`config.mk`:
```
export PLATFORM = sky130hd
export DESIGN_NAME = dll_dlcmsm_mvc
export DESIGN_NICKNAME = d
export VERILOG_FILES = /design/src/rtl/dll_dlcmsm_mvc.sv
export SDC_FILE = /design/constraint.sdc
export NUM_CORES = 1
export LEC_CHECK = 0
export ABC_AREA = 1
export BUFFER_PORTS_ARGS = -buffer_cell sky130_fd_sc_hd__buf_2
export CORE_ASPECT_RATIO = 0.6
export CORE_UTILIZATION = 45
export DETAILED_ROUTE_END_ITERATION = 7
export SYNTH_ARGS = -nofsm -noshare
export SYNTH_HDL_FRONTEND = slang
export SYNTH_SLANG_ARGS = --single-unit
```
`constraint.sdc`:
```
create_clock -name clk -period 2 [get_ports clk]
set_clock_uncertainty 0.2 [all_clocks]
set_input_delay 0 -clock clk [delete_from_list [all_inputs] [get_ports clk]]
set_output_delay 0 -clock clk [all_outputs]
set_load 0.005 [all_outputs]
```
`src/rtl/dll_dlcmsm_mvc.sv`:
```
// dll_dlcmsm_mvc
// Data Link Control & Management state machine for a multi-VC link.
// Follows the physical link state and runs flow-control initialisation
// (InitFC1, then InitFC2) across the enabled VCs. While initialising it
// asks the DLLP generator for InitFC sets, one VC at a time, and repeats
// the request pass on a resend timer until the phase completes.
//
// Optional feature exchange: define DLL_FEATURE_EXCH_EN to add a FEATURE
// state between INACTIVE and INIT1, along with the feat_* ports.
//
// Parameters
//   NUM_VC         number of VCs (1..8); VC0 is always enabled
//   RESEND_CYCLES  interval between request passes, in clk cycles (>=2)
//
// Ports
//   clk, rst_n            clock; asynchronous active-low reset
//   link_up_i             physical link is up
//   vc_en_i               VC enable mask, sampled when the link comes up
//   fc1_rcvd_i            per-VC pulse: InitFC1 set received
//   fc2_rcvd_i            per-VC pulse: InitFC2 or UpdateFC received
//   tx_init_req_o/vc/phase  InitFC send request to the DLLP generator
//   tx_init_ack_i         generator accepted the request (req & ack)
//   state_o               0 INACTIVE, 1 FEATURE, 2 INIT1, 3 INIT2, 4 ACTIVE
//   dl_up_o               link layer active
//   dl_down_pulse_o       one-cycle pulse when ACTIVE is lost
//   vc_active_o           per-VC flow-control init complete
//   feat_rcvd_i, feat_req_o, feat_ack_i   (DLL_FEATURE_EXCH_EN only)
//
// state    | meaning
// INACTIVE | link down, nothing scheduled
// FEATURE  | feature exchange in progress (optional build)
// INIT1    | exchanging InitFC1 on every enabled VC
// INIT2    | exchanging InitFC2 on every enabled VC
// ACTIVE   | flow control initialised, dl_up asserted
module dll_dlcmsm_mvc #(
    parameter int NUM_VC        = 1,
    parameter int RESEND_CYCLES = 8500,
    localparam int VC_W  = (NUM_VC > 1) ? $clog2(NUM_VC) : 1,
    localparam int TMR_W = $clog2(RESEND_CYCLES)
) (
    input  logic              clk,
    input  logic              rst_n,
    input  logic              link_up_i,
    input  logic [NUM_VC-1:0] vc_en_i,
    input  logic [NUM_VC-1:0] fc1_rcvd_i,
    input  logic [NUM_VC-1:0] fc2_rcvd_i,
    output logic              tx_init_req_o,
    output logic [VC_W-1:0]   tx_init_vc_o,
    output logic              tx_init_phase_o,
    input  logic              tx_init_ack_i,
    output logic [2:0]        state_o,
    output logic              dl_up_o,
    output logic              dl_down_pulse_o,
    output logic [NUM_VC-1:0] vc_active_o
`ifdef DLL_FEATURE_EXCH_EN
    ,
    input  logic              feat_rcvd_i,
    output logic              feat_req_o,
    input  logic              feat_ack_i
`endif
);

    typedef enum logic [2:0] {
        ST_INACTIVE = 3'd0,
        ST_FEATURE  = 3'd1,
        ST_INIT1    = 3'd2,
        ST_INIT2    = 3'd3,
        ST_ACTIVE   = 3'd4
    } state_t;

    localparam logic [TMR_W-1:0] TMR_LOAD = TMR_W'(RESEND_CYCLES - 1);

    state_t              state, state_nxt;
    logic [NUM_VC-1:0]   mask, mask_nxt;
    logic [NUM_VC-1:0]   rx, rx_nxt;
    logic [NUM_VC-1:0]   tx, tx_nxt;
    logic                req, req_nxt;
    logic [VC_W-1:0]     vc, vc_nxt;
    logic                phase, phase_nxt;
    logic [TMR_W-1:0]    timer, timer_nxt;
    logic                dl_up, dl_up_nxt;
    logic                dl_down, dl_down_nxt;
    logic [NUM_VC-1:0]   vc_active, vc_active_nxt;

    logic [NUM_VC-1:0]   vc_onehot;
    logic [VC_W-1:0]     vc_next;
    logic                vc_found;
    logic [NUM_VC-1:0]   fc_pulse, rx_upd, tx_upd;
    logic                xfer, init_done;

`ifdef DLL_FEATURE_EXCH_EN
    logic feat_req, feat_req_nxt;
    logic feat_rcvd, feat_rcvd_nxt;
    logic feat_acked, feat_acked_nxt;
    logic feat_xfer;
    assign feat_req_o = feat_req;
    assign feat_xfer  = feat_req & feat_ack_i;
`endif

    assign tx_init_req_o   = req;
    assign tx_init_vc_o    = vc;
    assign tx_init_phase_o = phase;
    assign state_o         = state;
    assign dl_up_o         = dl_up;
    assign dl_down_pulse_o = dl_down;
    assign vc_active_o     = vc_active;

    // Next enabled VC strictly above the one being requested; searching
    // downward leaves the lowest qualifying index in vc_next.
    always_comb begin
        vc_found = 1'b0;
        vc_next  = '0;
        for (int i = NUM_VC - 1; i >= 0; i--) begin
            if (mask[i] && (VC_W'(i) > vc)) begin
                vc_found = 1'b1;
                vc_next  = VC_W'(i);
            end
        end
    end

    always_comb begin
        for (int i = 0; i < NUM_VC; i++) begin
            vc_onehot[i] = (vc == VC_W'(i));
        end
    end

    // Flag updates include this cycle's pulse and transfer, so a phase can
    // complete on the same edge that delivers its last event.
    assign xfer      = req & tx_init_ack_i;
    assign fc_pulse  = (state == ST_INIT2) ? fc2_rcvd_i : fc1_rcvd_i;
    assign rx_upd    = rx | (fc_pulse & mask);
    assign tx_upd    = tx | ({NUM_VC{xfer}} & vc_onehot & mask);
    assign init_done = &((rx_upd & tx_upd) | ~mask);

    always_comb begin
        state_nxt   = state;
        mask_nxt    = mask;
        rx_nxt      = rx;
        tx_nxt      = tx;
        req_nxt     = req;
        vc_nxt      = vc;
        phase_nxt   = phase;
        timer_nxt   = timer;
        dl_down_nxt = 1'b0;
`ifdef DLL_FEATURE_EXCH_EN
        feat_req_nxt   = feat_req;
        feat_rcvd_nxt  = feat_rcvd;
        feat_acked_nxt = feat_acked;
`endif

        case (state)
            ST_INACTIVE: begin
                if (link_up_i) begin
                    mask_nxt  = vc_en_i | NUM_VC'(1);
                    rx_nxt    = '0;
                    tx_nxt    = '0;
                    vc_nxt    = '0;
                    phase_nxt = 1'b0;
                    timer_nxt = '0;
`ifdef DLL_FEATURE_EXCH_EN
                    state_nxt      = ST_FEATURE;
                    feat_req_nxt   = 1'b1;
                    feat_rcvd_nxt  = 1'b0;
                    feat_acked_nxt = 1'b0;
`else
                    state_nxt = ST_INIT1;
                    req_nxt   = 1'b1;
`endif
                end
            end

`ifdef DLL_FEATURE_EXCH_EN
            ST_FEATURE: begin
                feat_rcvd_nxt  = feat_rcvd | feat_rcvd_i;
                feat_acked_nxt = feat_acked | feat_xfer;
                if (feat_xfer) begin
                    feat_req_nxt = 1'b0;
                    timer_nxt    = TMR_LOAD;
                end else if (!feat_req) begin
                    if (timer == '0) feat_req_nxt = 1'b1;
                    else             timer_nxt    = timer - TMR_W'(1);
                end
                // Never withdraw an outstanding feature request.
                if (feat_rcvd_nxt && feat_acked_nxt && !(feat_req && !feat_ack_i)) begin
                    state_nxt      = ST_INIT1;
                    feat_req_nxt   = 1'b0;
                    feat_rcvd_nxt  = 1'b0;
                    feat_acked_nxt = 1'b0;
                    req_nxt        = 1'b1;
                    vc_nxt         = '0;
                    phase_nxt      = 1'b0;
                    timer_nxt      = '0;
                end
            end
`endif

            ST_INIT1, ST_INIT2: begin
                rx_nxt = rx_upd;
                tx_nxt = tx_upd;
                if (xfer) begin
                    if (vc_found) begin
                        vc_nxt = vc_next;
                    end else begin
                        req_nxt   = 1'b0;
                        timer_nxt = TMR_LOAD;
                    end
                end else if (!req) begin
                    if (timer == '0) begin
                        req_nxt = 1'b1;
                        vc_nxt  = '0;
                    end else begin
                        timer_nxt = timer - TMR_W'(1);
                    end
                end
                // Advance only when no request is left hanging unacknowledged.
                if (init_done && !(req && !tx_init_ack_i)) begin
                    rx_nxt    = '0;
                    tx_nxt    = '0;
                    timer_nxt = '0;
                    vc_nxt    = '0;
                    if (state == ST_INIT1) begin
                        state_nxt = ST_INIT2;
                        req_nxt   = 1'b1;
                        phase_nxt = 1'b1;
                    end else begin
                        state_nxt = ST_ACTIVE;
                        req_nxt   = 1'b0;
                        phase_nxt = 1'b0;
                    end
                end
            end

            ST_ACTIVE: begin
                req_nxt = 1'b0;
            end

            default: begin
                state_nxt = ST_INACTIVE;
            end
        endcase

        if ((state != ST_INACTIVE) && !link_up_i) begin
            state_nxt   = ST_INACTIVE;
            rx_nxt      = '0;
            tx_nxt      = '0;
            req_nxt     = 1'b0;
            vc_nxt      = '0;
            phase_nxt   = 1'b0;
            timer_nxt   = '0;
            dl_down_nxt = (state == ST_ACTIVE);
`ifdef DLL_FEATURE_EXCH_EN
            feat_req_nxt   = 1'b0;
            feat_rcvd_nxt  = 1'b0;
            feat_acked_nxt = 1'b0;
`endif
        end

        dl_up_nxt     = (state_nxt == ST_ACTIVE);
        vc_active_nxt = (state_nxt == ST_ACTIVE) ? mask_nxt : '0;
    end

    always_ff @(posedge clk or negedge rst_n) begin
        if (!rst_n) begin
            state     <= ST_INACTIVE;
            mask      <= NUM_VC'(1);
            rx        <= '0;
            tx        <= '0;
            req       <= 1'b0;
            vc        <= '0;
            phase     <= 1'b0;
            timer     <= '0;
            dl_up     <= 1'b0;
            dl_down   <= 1'b0;
            vc_active <= '0;
        end else begin
            state     <= state_nxt;
            mask      <= mask_nxt;
            rx        <= rx_nxt;
            tx        <= tx_nxt;
            req       <= req_nxt;
            vc        <= vc_nxt;
            phase     <= phase_nxt;
            timer     <= timer_nxt;
            dl_up     <= dl_up_nxt;
            dl_down   <= dl_down_nxt;
            vc_active <= vc_active_nxt;
        end
    end

`ifdef DLL_FEATURE_EXCH_EN
    always_ff @(posedge clk or negedge rst_n) begin
        if (!rst_n) begin
            feat_req   <= 1'b0;
            feat_rcvd  <= 1'b0;
            feat_acked <= 1'b0;
        end else begin
            feat_req   <= feat_req_nxt;
            feat_rcvd  <= feat_rcvd_nxt;
            feat_acked <= feat_acked_nxt;
        end
    end
`endif

endmodule

```
==> results.txt <==
----------------------------------------------------
[Run status]
  Result of the run ... complete, no violations

[Yosys]
  Number of synthesized register bits ... 25
  Register area share after synthesis ... a little under two fifths
  Library cells used by synthesis ... 34
  Count of synthesis-stage warnings from yosys ... 0
  Synth top area cells ... sky130_fd_sc_hd__dfrtp_1 36%, sky130_fd_sc_hd__nand2_1 9.6%, sky130_fd_sc_hd__nand3_2 6.5%
  Net count of the mapped netlist ... roughly 210
  Instance count of the mapped netlist ... 206
  Largest area contributor in the netlist ... sky130_fd_sc_hd__dfrtp_1
  Share of the synthesized area in the top cell type ... 35.7%
  Post-Syn Area per Cell ... ~8 µm²
  Post-synth design cell area ... 1680 µm²

[Critical path]
  Endpoint class of the critical path ... flop
  Slowest stage cell, crit path ... sky130_fd_sc_hd__dfrtp_1
  Longest individual stage delay on the worst path ... 0.39 ns
  Cell type group with the largest total delay on the critical path ... simple AND/OR/NAND/NOR gates
  CP dominant cell by count ... sky130_fd_sc_hd__inv_1
  Largest fanout on the critical path ... 6
  Ordered list of cells on the worst path ... inv_1, ha_1, inv_1, nor2_4, nand4_4, inv_2, a31oi_4, nand2_4, buf_4, nand3_2, nand2_1
  Bufs and invs on worst path ... 4
  Worst Path Class, Setup ... reg2reg
  Critical path data required time ... 2.02 ns
  Crit start category ... flop
  Arrival time of the worst setup path ... 1.90 ns

[Pwr]
  Total leakage power ... 1.04 nW
  Total Power Consumption ... 0.00388 W
  Part of the power in combinational logic ... 69.8%
  Power spent charging and discharging nets ... 0.00197 W
  Portion of total power attributed to sequential cells ... between 20% and 30%
  Fraction of power spent switching nets ... between 50% and 60%
  PD cells ... between 1500 and 2000 nW/µm²
  Portion of total power attributed to the clock network ... 8.0%
  Cell Int Power ... approximately 0.0019 W
  Largest voltage drop on the vdd net ... 0.850 mV

[Floorplan]
  Placeable core region ... 3400 µm²
  Num ports ... 16
  Die area ... 3990 µm²
  Starting Density ... between 40% and 50%
  Die width ... 80.9 µm
  Placement row count ... 16
  Die height ... slightly below 50 µm

[STA]
  Final worst-path setup slack ... 0.114 ns
  Final hold violation count ... 0
  Portion of the clock cycle consumed by the worst path in the final layout ... 94.3%
  Relative slew slack ... 61.7%
  Post-layout min period ... 1.89 ns
  Finish-stage setup viols ... 0
  Max Slew Vio Count ... 0
  Worst hold slack across all endpoints ... 0.0238 ns
  Fmax ... 530 MHz
  Least-Margin Pin Slew ... 0.575 ns

[Cells and area]
  Proportion of layout cells with a drive suffix above 1 ... around 31%
  Area growth from synthesis to layout ... 17.4%
  Area of all placed cells without fillers ... 1970 µm²
  Number of nets in the final layout ... 246
  Final cell utilization of the core ... 58.0%
  Antenna cell count ... 0

[Place]
  Final estimated routing congestion in global placement ... 0.920
  Buffers added on ports ... 13
  Cell area after placement ... 1860 µm²
  Pre-CTS setup slack ... around 0.058 ns
  Half-perimeter wire length of the detailed placement result ... between 2 and 3 mm

[Clocking]
  Number of buffers on the longest clock path ... 2
  Clock sink count ... 25
  Clock latency on the worst-skew pair ... 0.27 ns
  Root buf cell ... sky130_fd_sc_hd__clkbuf_8
  Clock edge transition at the registers on the reported setup and hold paths ... 0.09 ns
  Number of levels in the clock H-tree ... 1
  Clock tree from TritonCTS ... built
  TritonCTS buffer count ... 3

[Drt]
  Detailed-route DRC error count ... 0
  Number of vias after detailed routing ... around 1400
  Via density per instance ... 5.01
  Average wire per standard cell ... 13.5 µm
  DR iter-0 viols ... 69
  Number of optimization iterations in the first detailed-route pass ... 4
  WL final ... 3.82 mm
  Antenna-violating nets left ... 0

[Global routing]
  Pin count of the biggest net entering global routing ... 26
  Antenna violations before repair ... 0
  Global-route total usage across every layer ... 22.0%
  Leftover overflow at the end of global routing ... 0
  Via count of the first global-routing pass ... 1374
  First-pass GRT wire length ... 6.58 mm

[Hold path]
  Worst min path class ... in2reg

[Flow run]
  Reported max-cap violation count ... 0

----------------------------------------------------
==> worst paths after layout <==
check                                     start              end  slack, ns  cells after the start
worst min-delay path              tx_init_ack_i               tx       0.02                      5
worst max-delay path                   timer[0]         timer[6]       0.11                     11
worst min register to register  tx_init_phase_o  tx_init_phase_o       0.30                      2
min in group asynchronous                 rst_n       state_o[2]       0.05                      2
max in group asynchronous                 rst_n       state_o[0]       1.13                      2
worst max register to register         timer[0]         timer[6]       0.11                     11
==> cell type report <==
type,count,area (µm²)
Multi-Input combinational cell,149,935
Fill cell,330,1430
Sequential cell,25,628
Timing Repair Buffer,30,201
Clock buffer,4,45.0
Inverter,29,109
Tap cell,45,56.3
==> power groups by stage <==
stage	combinational, W	sequential [W]	clock (W)
after detailed placement	0.00250	0.000868	0
after floorplan	0.00191	0.000847	0
after global routing	0.00302	0.000891	0.000335
after CTS	0.00251	0.000860	0.000319
final	0.00271	0.000863	0.000309
after global placement	0.00245	0.000858	0
==> cell usage after synthesis <==
library cell / number
sky130_fd_sc_hd__dfstp_2: 1
sky130_fd_sc_hd__nand2_8: 2
sky130_fd_sc_hd__ha_1: 1
sky130_fd_sc_hd__buf_6: 2
sky130_fd_sc_hd__inv_2: 5
sky130_fd_sc_hd__nor2_4: 2
sky130_fd_sc_hd__a21boi_2: 1
sky130_fd_sc_hd__nand4_1: 7
sky130_fd_sc_hd__or2_1: 1
sky130_fd_sc_hd__o21ai_1: 3
sky130_fd_sc_hd__xnor2_1: 2
sky130_fd_sc_hd__a21o_1: 1
sky130_fd_sc_hd__nor2_2: 3
sky130_fd_sc_hd__nand2_1: 43
sky130_fd_sc_hd__xor2_1: 5
sky130_fd_sc_hd__a31oi_4: 1
sky130_fd_sc_hd__nor2_1: 23
sky130_fd_sc_hd__a21oi_1: 5
sky130_fd_sc_hd__nand4_2: 1
sky130_fd_sc_hd__buf_4: 1
sky130_fd_sc_hd__nand3_2: 11
sky130_fd_sc_hd__conb_1: 1
sky130_fd_sc_hd__a31oi_1: 1
sky130_fd_sc_hd__nor3_2: 2
sky130_fd_sc_hd__o21ai_0: 2
sky130_fd_sc_hd__o31ai_1: 2
sky130_fd_sc_hd__or2_0: 1
sky130_fd_sc_hd__inv_1: 24
sky130_fd_sc_hd__nand2_2: 6
sky130_fd_sc_hd__nand3b_4: 1
sky130_fd_sc_hd__nand2_4: 4
sky130_fd_sc_hd__dfrtp_1: 24
sky130_fd_sc_hd__nand3_1: 16
sky130_fd_sc_hd__nor3_4: 1
==> worst reg2reg max path, cell delays in order, from the launching register on <==
cell and delay (ns):
sky130_fd_sc_hd__dfrtp_1 0.39, sky130_fd_sc_hd__inv_1 0.06, sky130_fd_sc_hd__ha_1 0.18, sky130_fd_sc_hd__inv_1 0.10
sky130_fd_sc_hd__nor2_4 0.13, sky130_fd_sc_hd__nand4_4 0.12, sky130_fd_sc_hd__inv_2 0.10, sky130_fd_sc_hd__a31oi_4 0.09
sky130_fd_sc_hd__nand2_4 0.14, sky130_fd_sc_hd__buf_4 0.18, sky130_fd_sc_hd__nand3_2 0.08, sky130_fd_sc_hd__nand2_1 0.07
==> timing repair <==
action                                  in CTS  in global routing
setup buffers                                0                  4
hold endpoints to repair                    29                  0
resized for setup                            0                  5
hold buffers                                 2                  0
endpoints found under the setup margin       0                 16
==> sequential cells by signal, summed over array words and instances (netlist names) <==
signal,cells
state_o,3
tx_init_phase_o,1
tx,1
rx,1
dl_up_o,1
vc_active_o,1
tx_init_req_o,1
timer,14
dl_down_pulse_o,1
mask,1
==> through the flow <==
step,instances,TNS (ns)
3_3_place_gp,272,0
6_report,282,0
3_5_place_dp,272,0
5_1_grt,282,-0.0687
4_1_cts,278,0
2_1_floorplan,206,0
==> placed cells by master, fill, tap and decap left out, types with 2 or more instances in the layout <==
master / instances
sky130_fd_sc_hd__nand4_1: 7
sky130_fd_sc_hd__dfrtp_1: 23
sky130_fd_sc_hd__nand3_1: 15
sky130_fd_sc_hd__a21oi_1: 5
sky130_fd_sc_hd__o21ai_0: 2
sky130_fd_sc_hd__xor2_1: 5
sky130_fd_sc_hd__dlygate4sd3_1: 2
sky130_fd_sc_hd__nand2_8: 2
sky130_fd_sc_hd__buf_4: 14
sky130_fd_sc_hd__nor2_1: 23
sky130_fd_sc_hd__nor2_2: 3
sky130_fd_sc_hd__xnor2_1: 2
sky130_fd_sc_hd__inv_2: 5
sky130_fd_sc_hd__nor3_2: 2
sky130_fd_sc_hd__clkbuf_8: 3
sky130_fd_sc_hd__nand2_1: 43
sky130_fd_sc_hd__nand2_2: 5
sky130_fd_sc_hd__nor2_4: 2
sky130_fd_sc_hd__nand3_2: 12
sky130_fd_sc_hd__inv_1: 24
sky130_fd_sc_hd__nand2_4: 5
sky130_fd_sc_hd__o21ai_1: 3
sky130_fd_sc_hd__o31ai_1: 2
sky130_fd_sc_hd__buf_2: 13
==> logic make-up (layout without fill, tap and decap cells) <==
| logic type | Yosys count | count (layout) | synth area share [%] |
|---|---|---|---|
| fa+ha+maj | 1 | 1 | 0.744 |
| compound gates | 16 | 16 | 6.62 |
| simple gates | 124 | 124 | 43.2 |
| other cells | 1 | 1 | 0.223 |
| xor+xnor | 7 | 7 | 3.65 |
| buf+inv | 32 | 63 | 8.26 |
| flops | 25 | 25 | 37.3 |
==> routing by layer <==
layer / vias to the layer above / global-route usage (%) / part of all wire, %
li1: 729 / - / -
met1: 644 / 33.9 / 52
met2: 35 / 31.2 / 42
met3: 4 / 5.61 / 5.2
met4: 0 / 2.98 / 0.79
met5: - / 0 / 0
(Power assumes the default switching activity.)
